==> src/rtl/dly_tap_if.sv <==
// Command/response handshake bundle between a sequencer and the delay-tap controller.
interface dly_tap_if #(
  parameter int TAP_W = 6
);
  logic             CMD_VALID;
  logic             CMD_READY;
  logic [1:0]       CMD_OP;
  logic [4:0]       CMD_ADDR;
  logic [TAP_W-1:0] CMD_DATA;
  logic             RSP_VALID;
  logic             RSP_READY;
  logic [TAP_W-1:0] RSP_DATA;
  logic             RSP_ERR;

  modport master (
    output CMD_VALID, CMD_OP, CMD_ADDR, CMD_DATA, RSP_READY,
    input  CMD_READY, RSP_VALID, RSP_DATA, RSP_ERR
  );

  modport slave (
    input  CMD_VALID, CMD_OP, CMD_ADDR, CMD_DATA, RSP_READY,
    output CMD_READY, RSP_VALID, RSP_DATA, RSP_ERR
  );
endinterface

==> src/rtl/dly_tap_controller.sv <==
// Sequences load/adjust/read commands onto a bank of delay lines, keeps a shadow of
// every tap value and verifies it against the readback mux after a settle delay.
module dly_tap_controller #(
  parameter int NUM_DLY       = 20,
  parameter int TAP_W         = 6,
  parameter int SETTLE_CYCLES = 2
) (
  input  logic               CLK,
  input  logic               RST,
  dly_tap_if.slave           bus,
  output logic [NUM_DLY-1:0] DLY_LOAD,
  output logic [TAP_W-1:0]   DLY_LOAD_VAL,
  output logic [NUM_DLY-1:0] DLY_ADJ,
  output logic [NUM_DLY-1:0] DLY_INCDEC,
  output logic [4:0]         DLY_ADDR,
  input  logic [TAP_W-1:0]   DLY_TAP_VALUE
);

  localparam logic [1:0]       OP_LOAD   = 2'b00;
  localparam logic [1:0]       OP_INC    = 2'b01;
  localparam logic [1:0]       OP_DEC    = 2'b10;
  localparam logic [TAP_W-1:0] MAX_TAP   = '1;
  localparam logic [4:0]       LAST_ADDR = 5'(NUM_DLY - 1);
  localparam logic [3:0]       SETTLE_LD = 4'(SETTLE_CYCLES - 1);

  typedef enum logic [2:0] {IDLE, ISSUE, SETTLE, READBACK, RESP} state_t;

  state_t state, state_next;

  logic [TAP_W-1:0]   shadow [NUM_DLY];
  logic [3:0]         settle_cnt;
  logic               cmd_ready;
  logic               rsp_valid;
  logic               rsp_err;
  logic [TAP_W-1:0]   rsp_data;

  logic               accept;
  logic               addr_ok;
  logic               sample;
  logic               rsp_done;
  logic [TAP_W-1:0]   cur_tap;
  logic [NUM_DLY-1:0] cmd_onehot;
  logic               mismatch;

  function automatic logic [TAP_W-1:0] sat_inc(input logic [TAP_W-1:0] v);
    return (v == MAX_TAP) ? v : v + 1'b1;
  endfunction

  function automatic logic [TAP_W-1:0] sat_dec(input logic [TAP_W-1:0] v);
    return (v == '0) ? v : v - 1'b1;
  endfunction

  assign addr_ok    = (bus.CMD_ADDR <= LAST_ADDR);
  assign cur_tap    = shadow[bus.CMD_ADDR];
  assign cmd_onehot = NUM_DLY'(1) << bus.CMD_ADDR;
  assign mismatch   = (DLY_TAP_VALUE != shadow[DLY_ADDR]);

  assign bus.CMD_READY = cmd_ready;
  assign bus.RSP_VALID = rsp_valid;
  assign bus.RSP_DATA  = rsp_data;
  assign bus.RSP_ERR   = rsp_err;

  always_ff @(posedge CLK) begin
    if (RST) state <= IDLE;
    else     state <= state_next;
  end

  always_comb begin
    state_next = state;
    accept     = 1'b0;
    sample     = 1'b0;
    rsp_done   = 1'b0;
    case (state)
      IDLE: begin
        accept = cmd_ready && bus.CMD_VALID;
        if (accept) state_next = addr_ok ? ISSUE : RESP;
      end
      ISSUE:  state_next = SETTLE;
      SETTLE: if (settle_cnt == '0) state_next = READBACK;
      READBACK: begin
        sample     = 1'b1;
        state_next = RESP;
      end
      RESP: begin
        rsp_done = bus.RSP_READY;
        if (rsp_done) state_next = IDLE;
      end
      default: state_next = IDLE;
    endcase
  end

  // Pulses are registered at the accept edge so they are visible for exactly the ISSUE cycle.
  always_ff @(posedge CLK) begin
    if (RST) begin
      cmd_ready    <= 1'b0;
      rsp_valid    <= 1'b0;
      rsp_err      <= 1'b0;
      rsp_data     <= '0;
      settle_cnt   <= '0;
      DLY_LOAD     <= '0;
      DLY_LOAD_VAL <= '0;
      DLY_ADJ      <= '0;
      DLY_INCDEC   <= '0;
      DLY_ADDR     <= '0;
      for (int i = 0; i < NUM_DLY; i++) shadow[i] <= '0;
    end else begin
      cmd_ready <= (state_next == IDLE);
      DLY_LOAD  <= '0;
      DLY_ADJ   <= '0;

      if (accept) begin
        if (addr_ok) begin
          DLY_ADDR <= bus.CMD_ADDR;
          case (bus.CMD_OP)
            OP_LOAD: begin
              DLY_LOAD                <= cmd_onehot;
              DLY_LOAD_VAL            <= bus.CMD_DATA;
              shadow[bus.CMD_ADDR]    <= bus.CMD_DATA;
            end
            OP_INC: if (cur_tap != MAX_TAP) begin
              DLY_ADJ                 <= cmd_onehot;
              DLY_INCDEC              <= DLY_INCDEC | cmd_onehot;
              shadow[bus.CMD_ADDR]    <= sat_inc(cur_tap);
            end
            OP_DEC: if (cur_tap != '0) begin
              DLY_ADJ                 <= cmd_onehot;
              DLY_INCDEC              <= DLY_INCDEC & ~cmd_onehot;
              shadow[bus.CMD_ADDR]    <= sat_dec(cur_tap);
            end
            default: ;
          endcase
        end else begin
          rsp_valid <= 1'b1;
          rsp_err   <= 1'b1;
          rsp_data  <= '0;
        end
      end

      if (state == ISSUE)                      settle_cnt <= SETTLE_LD;
      else if (state == SETTLE && settle_cnt != '0) settle_cnt <= settle_cnt - 1'b1;

      // A mismatching readback resynchronises the shadow to the hardware.
      if (sample) begin
        rsp_valid <= 1'b1;
        rsp_data  <= DLY_TAP_VALUE;
        rsp_err   <= mismatch;
        if (mismatch) shadow[DLY_ADDR] <= DLY_TAP_VALUE;
      end

      if (rsp_done) rsp_valid <= 1'b0;
    end
  end

endmodule

==> src/flat_wrapper.sv <==
// flat-port wrapper written by rule: the top's interface ports become plain ports
module dly_tap_controller_flat 
#(
  parameter int NUM_DLY       = 20,
  parameter int TAP_W         = 6,
  parameter int SETTLE_CYCLES = 2
)
  (CLK, RST, DLY_LOAD, DLY_LOAD_VAL, DLY_ADJ, DLY_INCDEC, DLY_ADDR, DLY_TAP_VALUE, bus_CMD_VALID, bus_CMD_OP, bus_CMD_ADDR, bus_CMD_DATA, bus_RSP_READY, bus_CMD_READY, bus_RSP_VALID, bus_RSP_DATA, bus_RSP_ERR);
  dly_tap_if #(.TAP_W(TAP_W)) bus_i ();
  input  logic CLK;
  input  logic RST;
  output logic [NUM_DLY-1:0] DLY_LOAD;
  output logic [TAP_W-1:0] DLY_LOAD_VAL;
  output logic [NUM_DLY-1:0] DLY_ADJ;
  output logic [NUM_DLY-1:0] DLY_INCDEC;
  output logic [4:0] DLY_ADDR;
  input  logic [TAP_W-1:0] DLY_TAP_VALUE;
  input wire logic [$bits(bus_i.CMD_VALID)-1:0] bus_CMD_VALID;
  input wire logic [$bits(bus_i.CMD_OP)-1:0] bus_CMD_OP;
  input wire logic [$bits(bus_i.CMD_ADDR)-1:0] bus_CMD_ADDR;
  input wire logic [$bits(bus_i.CMD_DATA)-1:0] bus_CMD_DATA;
  input wire logic [$bits(bus_i.RSP_READY)-1:0] bus_RSP_READY;
  output wire logic [$bits(bus_i.CMD_READY)-1:0] bus_CMD_READY;
  output wire logic [$bits(bus_i.RSP_VALID)-1:0] bus_RSP_VALID;
  output wire logic [$bits(bus_i.RSP_DATA)-1:0] bus_RSP_DATA;
  output wire logic [$bits(bus_i.RSP_ERR)-1:0] bus_RSP_ERR;
  assign bus_i.CMD_VALID = bus_CMD_VALID;
  assign bus_i.CMD_OP = bus_CMD_OP;
  assign bus_i.CMD_ADDR = bus_CMD_ADDR;
  assign bus_i.CMD_DATA = bus_CMD_DATA;
  assign bus_i.RSP_READY = bus_RSP_READY;
  assign bus_CMD_READY = bus_i.CMD_READY;
  assign bus_RSP_VALID = bus_i.RSP_VALID;
  assign bus_RSP_DATA = bus_i.RSP_DATA;
  assign bus_RSP_ERR = bus_i.RSP_ERR;
  dly_tap_controller #(.NUM_DLY(NUM_DLY), .TAP_W(TAP_W), .SETTLE_CYCLES(SETTLE_CYCLES)) u_core (.CLK(CLK), .RST(RST), .bus(bus_i), .DLY_LOAD(DLY_LOAD), .DLY_LOAD_VAL(DLY_LOAD_VAL), .DLY_ADJ(DLY_ADJ), .DLY_INCDEC(DLY_INCDEC), .DLY_ADDR(DLY_ADDR), .DLY_TAP_VALUE(DLY_TAP_VALUE));
endmodule
==> config.mk <==
export PLATFORM = sky130hd
export DESIGN_NAME = dly_tap_controller_flat
export DESIGN_NICKNAME = d
export VERILOG_FILES = /design/src/rtl/dly_tap_if.sv /design/src/rtl/dly_tap_controller.sv /design/src/flat_wrapper.sv
export SDC_FILE = /design/constraint.sdc
export NUM_CORES = 1
export LEC_CHECK = 0
export BUFFER_PORTS_ARGS = -buffer_cell sky130_fd_sc_hd__buf_2
export CELL_PAD_IN_SITES_DETAIL_PLACEMENT = 1
export CELL_PAD_IN_SITES_GLOBAL_PLACEMENT = 2
export CORE_MARGIN = 2
export CORE_UTILIZATION = 42
export CTS_BUF_LIST = sky130_fd_sc_hd__clkbuf_8
export DETAILED_ROUTE_END_ITERATION = 12
export PLACE_DENSITY_LB_ADDON = 0.08
export SLEW_MARGIN = 20
export SYNTH_ARGS = -nofsm -noshare
export SYNTH_HDL_FRONTEND = slang
export SYNTH_SLANG_ARGS = --single-unit
==> constraint.sdc <==
create_clock -name CLK -period 6.5 [get_ports CLK]
set_clock_uncertainty 0.1 [all_clocks]
set_input_delay 1.3 -clock CLK [delete_from_list [all_inputs] [get_ports CLK]]
set_output_delay 1.3 -clock CLK [all_outputs]
set_load 0.01 [all_outputs]
==> results of run 1 <==
## synth_stat cells (18+ instances only)
library cell  instances
dfxtp_1              92
buf_4                19
a22oi_1              61
nor2b_1              18
buf_2                19
mux2i_1             144
edfxtp_1            192
a21oi_1              58
clkbuf_1             40
a311oi_1             21
nand3_1              25
nand2_1              82
inv_1                19
nor3_1               92
mux4_2               26
nor2_1              171
## per-stage QoR
stage / area, sq um / util / cells
after CTS: 16260 / 0.4861 / 1867
after floorplan: 14250 / - / 1265
after detailed placement: 15270 / 0.4566 / 1777
after global routing: 16260 / 0.4862 / 1867
final: 16260 / 0.4863 / 1868
after global placement: 15270 / 0.4566 / 1777
## kinds of logic after synthesis
logic type,synth area share
xor gates and xnor gates,0.008606
adders and majority gates,0.005269
muxes,0.1510
and+or+nand+nor,0.1431
DFF,0.5339
AOI/OAI and AO/OA,0.1153
buffers and inverters,0.04286
## registers in the layout, indices dropped and copies added (netlist names), named ones only
name and flops:
u_core.shadow 192, u_core.DLY_ADJ 20, u_core.DLY_LOAD 20, u_core.DLY_LOAD_VAL 6, u_core.bus.RSP_DATA 6, u_core.DLY_ADDR 5, u_core.settle_cnt 4, u_core.state 3
u_core.bus.CMD_READY 1, u_core.bus.RSP_ERR 1, u_core.bus.RSP_VALID 1
## power groups by stage
stage                     Combinational (mW)  Clock (mW)  Sequential [mW]
final                                  0.511        1.66             2.02
after global routing                   0.541        1.76             2.02
after CTS                              0.506        1.69             2.01
after detailed placement               0.503           0             2.05
after global placement                 0.501           0             2.05
after floorplan                        0.339           0             2.02
## path summary, 6_finish.rpt
kind / startpoint / to / cells after the start
worst min-delay path: u_core.DLY_LOAD_VAL[1] / u_core.DLY_LOAD_VAL[1] / 2
worst min register to register: u_core.DLY_LOAD_VAL[1] / u_core.DLY_LOAD_VAL[1] / 2
worst max-delay path: bus_CMD_ADDR[1] / u_core.shadow[30][5] / 15
worst max register to register: flip-flop / u_core.shadow[24][1] / 11
## worst max-delay path: cells and delay by family
family / cells / cell delay [ps]
adders and majority gates: 1 / 190
muxes: 2 / 870
and+or+nand+nor: 4 / 1350
buffers and inverters: 4 / 950
AOI/OAI and AO/OA: 4 / 590
## final cells by class
class                           instances  area [sq um]  share of cell area
Multi-Input combinational cell        867          6065              0.3729
Clock buffer                           50         688.2             0.04231
Sequential cell                       284          7611              0.4680
Timing Repair Buffer                  159         965.9             0.05939
Antenna cell                            1         2.502           0.0001539
Clock inverter                         40         300.3             0.01846
Tap cell                              448         560.5             0.03446
Inverter                               19         71.32            0.004385
## layer usage
layer / share of wire / GRT usage
met1: 0.42 / 0.3883
met4: 0.042 / 0.1214
met2: 0.48 / 0.4834
met5: 0 / 0
met3: 0.062 / 0.04917
==> flow_metrics.py, run 1 <==
metrics = {
    "outcome": {
        "outcome": "completed",
    },
    "critical_path": {
        "worst_setup_path_start_kind": "input pin",
        "r2r_slack_ps": 1450,
        "required_ps": 6650,
        "worstPathArrival_ps": 5320,
        "path_cells": "buf_4 > mux4_2 > mux2_2 > a21oi_1 > o21ai_0 > nand2_1 > ha_1 > inv_1 > nor3_1 > a41o_1 > buf_4 > nor2b_1 > a221oi_2 > buf_4 > nor2_1",
        "cp_max_fo": 37,
        "critPathKind": "input pin to flip-flop",
        "endpoint_kind": "flip-flop",
        "worst_path_max_delay_cell": "nor2_1",
        "max_stage_delay_ps": 630,
        "path_common_cell": "buf_4",
    },
    "synthesis": {
        "ys_ff_latch": 284,
        "synth_top_area_cell": "edfxtp_1",
        "synth_top_cell_area_share": 0.4047,
        "synth_area_leaders": "edfxtp_1 (40%), dfxtp_1 (13%), mux2i_1 (10%)",
        "netlist_instances": 1265,
        "ys.flop_type": "edfxtp_1",
        "synth_edf_count": 192,
        "synth.avg_cell_area_sq_um": 11.26,
        "syn_area_sq_mm": 0.01425,
        "async_flop_share": 0,
        "yosysWarnings": 0,
        "synth_nets": 1294,
        "ys_seq_area_frac": 0.5339,
        "yosysUniqueCellTypes": 67,
    },
    "sta": {
        "finalSetupViolCount": 0,
        "rsz0062_at_grt": "no",
        "fin_setup_tns_ps": 0,
        "hold_slack_ps": 354.0,
        "relSlewSlack": 0.3206,
        "tightest_slew_ps": 1019,
        "period_minus_slack_ps": 5163,
        "post-route-period-util": 0.7943,
        "max_freq_ghz": 0.1937,
        "setup_ws_ps": 1337,
        "hold_viol": 0,
        "drv_slew": 0,
    },
    "clock_network": {
        "root_buffer": "clkbuf_8",
        "cts.clk_slew.worst_paths_ps": 60,
        "cts_resized": 0,
        "cts_made_buffers": 48,
        "cts_hold_buf": 0,
        "htreeDepth": 2,
        "cts_tree": "built",
        "clk_path_buf_depth": 3,
        "clk-insertion-delay-late_ps": 580,
        "cts.sink_count": 284,
        "cts_setup_buffers": 0,
    },
    "placement": {
        "pre_cts_ws_ps": 824.6,
        "io_buffer_count": 102,
        "globalplace.congestion": 0.9913,
        "hpwlAfterDp_mm": 38.98,
    },
    "floorplan": {
        "die-area_sq_mm": 0.03541,
        "rows": 67,
        "io_pins": 103,
        "die_y_microns": 188.2,
        "die_w_microns": 188.2,
        "core_area_sq_mm": 0.03345,
        "start_util": 0.4260,
    },
    "power_and_ir_drop": {
        "p_int_mw": 3.052,
        "p_total_mw": 4.191,
        "clkPwrFrac": 0.397,
        "swShare": 0.2718,
        "seqPwrFrac": 0.481,
        "p_switching_mw": 1.139,
        "power_frac_comb": 0.122,
        "powerDensity_mw_per_mm2": 257.7,
        "p_leak_nw": 5.988,
        "peakVddDrop_uv": 129.5,
    },
    "final_layout": {
        "final_common_cell": "edfxtp_1",
        "drive_above_1_share": 0.2121,
        "syn_to_final_growth_pct": 14.16,
        "nets": 1408,
        "final_cell_mix": "edfxtp_1 (192), nor2_1 (170), mux2i_1 (141), buf_2 (101), nor3_1 (92)",
        "fillCellCount": 3600,
    },
    "worst_hold_path": {
        "hold_path.class": "flip-flop to flip-flop",
    },
    "routing": {
        "drt_first_iter_violations": 895,
        "drt_wl_total_mm": 52.46,
        "vias": 11118,
        "viasPerCell": 5.952,
        "avgRoutedWirePerCell_microns": 28.08,
        "drt_first_pass_iters": 5,
        "ant_nets": 0,
        "drc": 0,
    },
    "global_routing": {
        "gr-total-overflow": 0,
        "grt_max_degree": 42,
        "antenna_found_initial": 1,
        "grt_pass1_wl_mm": 76.13,
        "track_usage": 0.2945,
        "grt_pass1_vias": 11174,
    },
    "job": {
        "cap_violations": 0,
    },
}
Power figures use the tool's default switching activity.
==> run 2: changes to the inputs <==
ABC_AREA = 1   (was unset)
CORE_UTILIZATION = 34   (was 42)
clock period = 4.7 ns   (was 6.5 ns; I/O delays follow)
==> flow_metrics.py, run 2 <==
metrics = {
    "outcome": {
        "outcome": "completed",
    },
    "synthesis": {
        "synth_top_family_by_area": "simple AND/OR/NAND/NOR gates",
        "ys.flop_type": "edfxtp_1",
        "netlist_instances": 1857,
        "synth-compound-area-share": 0.06715,
        "synth_edf_count": 192,
        "yosysWarnings": 0,
        "synth_commonest_cells": "nand2_1 (456), nor2_1 (342), nand3_1 (209), edfxtp_1 (192), inv_1 (181)",
        "yosysMostFrequentCell": "nand2_1",
        "ys_seq_area_frac": 0.5135,
        "ys_ff_latch": 284,
        "synth-xor-area-share": 0.001774,
        "syn_area_sq_mm": 0.01481,
        "synthMuxAreaShare": 0,
        "synth_top_area_cell": "edfxtp_1",
        "synth.avg_cell_area_sq_um": 7.977,
        "async_flop_share": 0,
        "synth_nets": 1886,
        "synth_fa_ha_area_frac": 0.005068,
        "yosysUniqueCellTypes": 41,
        "yosys.area_share.simple": 0.3260,
        "synth_top_cell_area_share": 0.3892,
        "synth_area_leaders": "edfxtp_1 (39%), dfxtp_1 (12%), nand2_1 (12%)",
    },
    "floorplan": {
        "core_area_sq_mm": 0.04308,
        "start_util": 0.3439,
        "die_y_microns": 212.7,
        "die-area_sq_mm": 0.04526,
        "rows": 76,
        "io_pins": 103,
        "die_w_microns": 212.7,
    },
    "critical_path": {
        "path_common_cell": "nand3_1",
        "cp_max_fo": 66,
        "endpoint_kind": "flip-flop",
        "cp.buffers_inverters": 2,
        "worst_setup_path_start_kind": "flip-flop",
        "crit_family": "simple AND/OR/NAND/NOR gates",
        "required_ps": 4860,
        "path_cells": "inv_2 > buf_12 > nand2_1 > nand3_1 > nand3_1 > nand3_1 > nand3_1 > nand3_1 > nand2_1 > nor2_2 > nand3_4 > nand2_4 > nand2_1 > o21ai_4 > nand3_1 > nor2_1",
        "worstPathArrival_ps": 4650,
        "critPathKind": "flip-flop to flip-flop",
        "worst_path_max_delay_cell": "nor2_1",
        "max_stage_delay_ps": 770,
    },
    "routing": {
        "drt_first_iter_violations": 1132,
        "avgRoutedWirePerCell_microns": 22.26,
        "ant_nets": 0,
        "vias": 13184,
        "drc": 0,
        "viasPerCell": 5.028,
        "drt_wl_total_mm": 58.37,
        "drt_first_pass_iters": 5,
    },
    "global_routing": {
        "track_usage": 0.2624,
        "gr-total-overflow": 0,
        "grt_pass1_wl_mm": 86.82,
        "grt_max_degree": 67,
        "antenna_found_initial": 0,
        "grt_pass1_vias": 13442,
    },
    "sta": {
        "tightest_slew_ps": 886.8,
        "drv_slew": 0,
        "hold_viol": 0,
        "post-route-period-util": 0.9549,
        "fin_setup_tns_ps": 0,
        "period_minus_slack_ps": 4488,
        "hold_slack_ps": 349.3,
        "relSlewSlack": 0.4066,
        "finalSetupViolCount": 0,
        "max_freq_ghz": 0.2228,
        "rsz0062_at_grt": "no",
    },
    "final_layout": {
        "drive_above_1_share": 0.1649,
        "largest_reg_flops": 192,
        "syn_to_final_growth_pct": 16.82,
        "nets": 2028,
        "final_cell_mix": "nand2_1 (456), nor2_1 (339), nand3_1 (209), inv_1 (198), edfxtp_1 (192)",
        "largest-register": "u_core.shadow",
        "largestRegisters": "u_core.shadow x192, u_core.DLY_ADJ x20, u_core.DLY_LOAD x20",
        "final_common_cell": "nand2_1",
        "diodes": 0,
    },
    "power_and_ir_drop": {
        "seqPwrFrac": 0.466,
        "p_int_mw": 4.115,
        "swShare": 0.3079,
        "peakVddDrop_uv": 187.3,
        "power_frac_comb": 0.158,
        "p_leak_nw": 7.789,
        "clkPwrFrac": 0.377,
        "p_switching_mw": 1.831,
        "powerDensity_mw_per_mm2": 343.6,
    },
    "placement": {
        "io_buffer_count": 102,
        "hpwlAfterDp_mm": 42.48,
        "globalplace.congestion": 0.8740,
    },
    "worst_hold_path": {
        "hold_path.class": "flip-flop to flip-flop",
    },
    "clock_network": {
        "cts_made_buffers": 52,
        "cts_hold_buf": 0,
        "clk_path_buf_depth": 3,
        "cts.sink_count": 284,
        "clk-insertion-delay-late_ps": 650,
        "root_buffer": "clkbuf_8",
        "cts.clk_slew.worst_paths_ps": 60,
        "htreeDepth": 2,
        "cts_tree": "built",
        "cts_resized": 0,
        "cts_setup_buffers": 0,
    },
    "job": {
        "cap_violations": 0,
    },
}
run 2: cell families (layout without fill, tap and decap cells):
group / count (synthesis) / count (layout)
AO/OA/AOI/OAI: 182 / 182
XOR/XNOR: 3 / 3
adder cells (fa/ha/maj): 6 / 6
buffers and inverters: 292 / 472
flip-flops: 284 / 284
AND/OR/NAND/NOR: 1090 / 1090
run 2: layout make-up:
class | instances | area [sq um]
Sequential cell | 284 | 7612
Tap cell | 585 | 732.0
Inverter | 196 | 738.2
Multi-Input combinational cell | 1281 | 5949
Fill cell | 5213 | 25770
Clock buffer | 54 | 743.2
Timing Repair Buffer | 184 | 1326
Clock inverter | 38 | 205.2
run 2: power groups by stage:
stage | Clock, mW | Combinational (mW) | Sequential (mW)
2_1_floorplan | 0 | 0.551 | 2.80
5_1_grt | 2.40 | 1.02 | 2.77
3_3_place_gp | 0 | 0.932 | 2.82
3_5_place_dp | 0 | 0.936 | 2.82
6_report | 2.24 | 0.937 | 2.77
4_1_cts | 2.29 | 0.939 | 2.77
run 2: worst reg2reg max path, delay by kind of cell, from the launching register on:
family | cells | cell delay, ps
AOI/OAI and AO/OA | 1 | 210
DFF | 1 | 420
buffers and inverters | 2 | 420
and+or+nand+nor | 13 | 2940
run 2: path summary, 6_finish.rpt:
kind | slack (ps) | cells past startpoint | from | end
worst min-delay path | 350 | 2 | u_core.DLY_LOAD_VAL[0] | u_core.DLY_LOAD_VAL[0]
worst max register to register | 210 | 16 | flip-flop | u_core.shadow[30][2]
worst min register to register | 350 | 2 | u_core.DLY_LOAD_VAL[0] | u_core.DLY_LOAD_VAL[0]
worst max-delay path | 210 | 16 | flip-flop | u_core.shadow[30][2]
run 2: stage by stage:
stage | power, mW | util | area [sq um] | setup slack (ps) | cells
2_1_floorplan | 3.352 | - | 14810 | 671.4 | 1857
3_3_place_gp | 3.751 | 0.3797 | 16360 | 98.30 | 2530
3_5_place_dp | 3.757 | 0.3797 | 16360 | 119.8 | 2530
4_1_cts | 5.998 | 0.4018 | 17310 | 293.9 | 2622
5_1_grt | 6.188 | 0.4018 | 17310 | 68.99 | 2622
6_report | 5.947 | 0.4018 | 17310 | 211.8 | 2622
run 2: per-layer routing:
| layer | vias to the layer above | track usage | part of all wire |
|---|---|---|---|
| met2 | 345 | 0.4245 | 0.46 |
| met3 | 113 | 0.03383 | 0.047 |
| met1 | 6445 | 0.3532 | 0.45 |
| li1 | 6281 | - | - |
| met4 | 0 | 0.1138 | 0.041 |
| met5 | - | 0 | 0 |
==> run 3: changes to the inputs <==
CORE_UTILIZATION = 41   (was 34)
clock period = 5.55 ns   (was 4.7 ns; I/O delays follow)
==> flow_metrics.py, run 3 (synthesized netlist as in run 2, its figures left out) <==
metrics = {
    "outcome": {
        "outcome": "completed",
    },
    "clock_network": {
        "cts_resized": 0,
        "cts.clk_slew.worst_paths_ps": 60,
        "clk-insertion-delay-late_ps": 650,
        "root_buffer": "clkbuf_8",
        "htreeDepth": 2,
        "cts_tree": "built",
        "cts_setup_buffers": 0,
        "clk_path_buf_depth": 3,
        "cts_hold_buf": 0,
        "cts_made_buffers": 52,
        "cts.sink_count": 284,
    },
    "critical_path": {
        "critPathKind": "flip-flop to flip-flop",
        "worstPathArrival_ps": 4930,
        "cp_max_fo": 79,
        "worst_path_max_delay_cell": "nor2_1",
        "path_cells": "buf_4 > nand2_1 > nand3_1 > nand3_1 > nand2_1 > nand2_1 > nand3_1 > nand2_1 > nand2_1 > nand2_1 > nor2_2 > nand3_4 > nand2_4 > nand2_1 > o21ai_4 > nand3_1 > nor2_1",
        "required_ps": 5710,
        "max_stage_delay_ps": 820,
        "path_common_cell": "nand2_1",
        "endpoint_kind": "flip-flop",
        "worst_setup_path_start_kind": "flip-flop",
    },
    "global_routing": {
        "grt_pass1_wl_mm": 83.29,
        "antenna_found_initial": 0,
        "gr-total-overflow": 0,
        "grt_pass1_vias": 13724,
        "grt_max_degree": 80,
        "track_usage": 0.2916,
    },
    "final_layout": {
        "largest_reg_flops": 192,
        "nets": 2000,
        "final_cell_mix": "nand2_1 (456), nor2_1 (341), nand3_1 (209), inv_1 (196), edfxtp_1 (192)",
        "largest-register": "u_core.shadow",
        "final_cells": 2472,
        "fillCellCount": 4406,
        "largestRegisters": "u_core.shadow x192, u_core.DLY_ADJ x20, u_core.DLY_LOAD x20",
        "drive_above_1_share": 0.1551,
        "syn_to_final_growth_pct": 13.96,
        "final_common_cell": "nand2_1",
        "diodes": 0,
    },
    "floorplan": {
        "start_util": 0.4165,
        "core_area_sq_mm": 0.03557,
        "die_w_microns": 194.1,
        "io_pins": 103,
        "die_y_microns": 194.1,
        "rows": 69,
        "die-area_sq_mm": 0.03767,
    },
    "routing": {
        "vias": 13233,
        "drt_wl_total_mm": 54.54,
        "viasPerCell": 5.353,
        "drt_first_pass_iters": 5,
        "drc": 0,
        "drt_first_iter_violations": 920,
        "avgRoutedWirePerCell_microns": 22.06,
        "ant_nets": 0,
    },
    "placement": {
        "io_buffer_count": 102,
        "globalplace.congestion": 0.8726,
        "dp.cells": 2378,
        "hpwlAfterDp_mm": 39.00,
    },
    "sta": {
        "period_minus_slack_ps": 4776,
        "post-route-period-util": 0.8606,
        "tightest_slew_ps": 964.7,
        "hold_viol": 0,
        "fin_setup_tns_ps": 0,
        "drv_slew": 0,
        "max_freq_ghz": 0.2094,
        "relSlewSlack": 0.3545,
        "finalSetupViolCount": 0,
        "rsz0062_at_grt": "no",
    },
    "power_and_ir_drop": {
        "p_total_mw": 5.043,
        "p_leak_nw": 7.655,
        "peakVddDrop_uv": 183.8,
        "powerDensity_mw_per_mm2": 298.7,
    },
    "job": {
        "cap_violations": 0,
    },
    "worst_hold_path": {
        "hold_path.class": "flip-flop to flip-flop",
    },
}
[run 3: final timing paths]
kind | slack (ps) | endpoint | startpoint | depth (start not counted)
min | 350 | u_core.DLY_LOAD_VAL[4] | u_core.DLY_LOAD_VAL[4] | 2
min reg2reg | 350 | u_core.DLY_LOAD_VAL[4] | u_core.DLY_LOAD_VAL[4] | 2
max | 770 | u_core.shadow[28][0] | flip-flop | 17
max reg2reg | 770 | u_core.shadow[28][0] | flip-flop | 17
[run 3: worst max-delay path: cells and delay by family (launching register included)]
family	cells	cell delay, ps
buf+inv	1	690
compound gates	1	230
flops	1	350
simple gates	15	2950
[run 3: per-layer routing]
layer / GRT usage / vias up / wire, microns / share of wire
met3: 0.04296 / 113 / 3118 / 0.057
li1: - / 6225 / - / -
met1: 0.3745 / 6500 / 23200 / 0.43
met5: 0 / - / 0 / 0
met2: 0.4936 / 395 / 26260 / 0.48
met4: 0.1181 / 0 / 1960 / 0.036
[run 3: where the power goes]
part           switching (mW)  internal, mW
clock                   0.913          1.05
combinational           0.536         0.199
sequential             0.0356          2.31
total                    1.49          3.56
[run 3: through the flow]
| stage | hold WS [ps] | utilization | setup WS (ps) | area [sq um] |
|---|---|---|---|---|
| after CTS | 347.7 | 0.4746 | 832.2 | 16880 |
| final | 345.7 | 0.4746 | 773.8 | 16880 |
| after floorplan | 354.3 | - | 1351 | 14810 |
| after detailed placement | 340.4 | 0.4462 | 386.4 | 15870 |
| after global routing | 368.1 | 0.4746 | 573.2 | 16880 |
| after global placement | 333.1 | 0.4462 | 497.7 | 15870 |
[run 3: layout make-up]
type                            instances  area [sq um]  area share
Clock inverter                         36         214.0     0.01267
Clock buffer                           58         798.3     0.04728
Inverter                              196         738.2     0.04373
Timing Repair Buffer                  156          1003     0.05944
Sequential cell                       284          7612      0.4509
Multi-Input combinational cell       1281          5939      0.3518
Tap cell                              461         576.8     0.03417
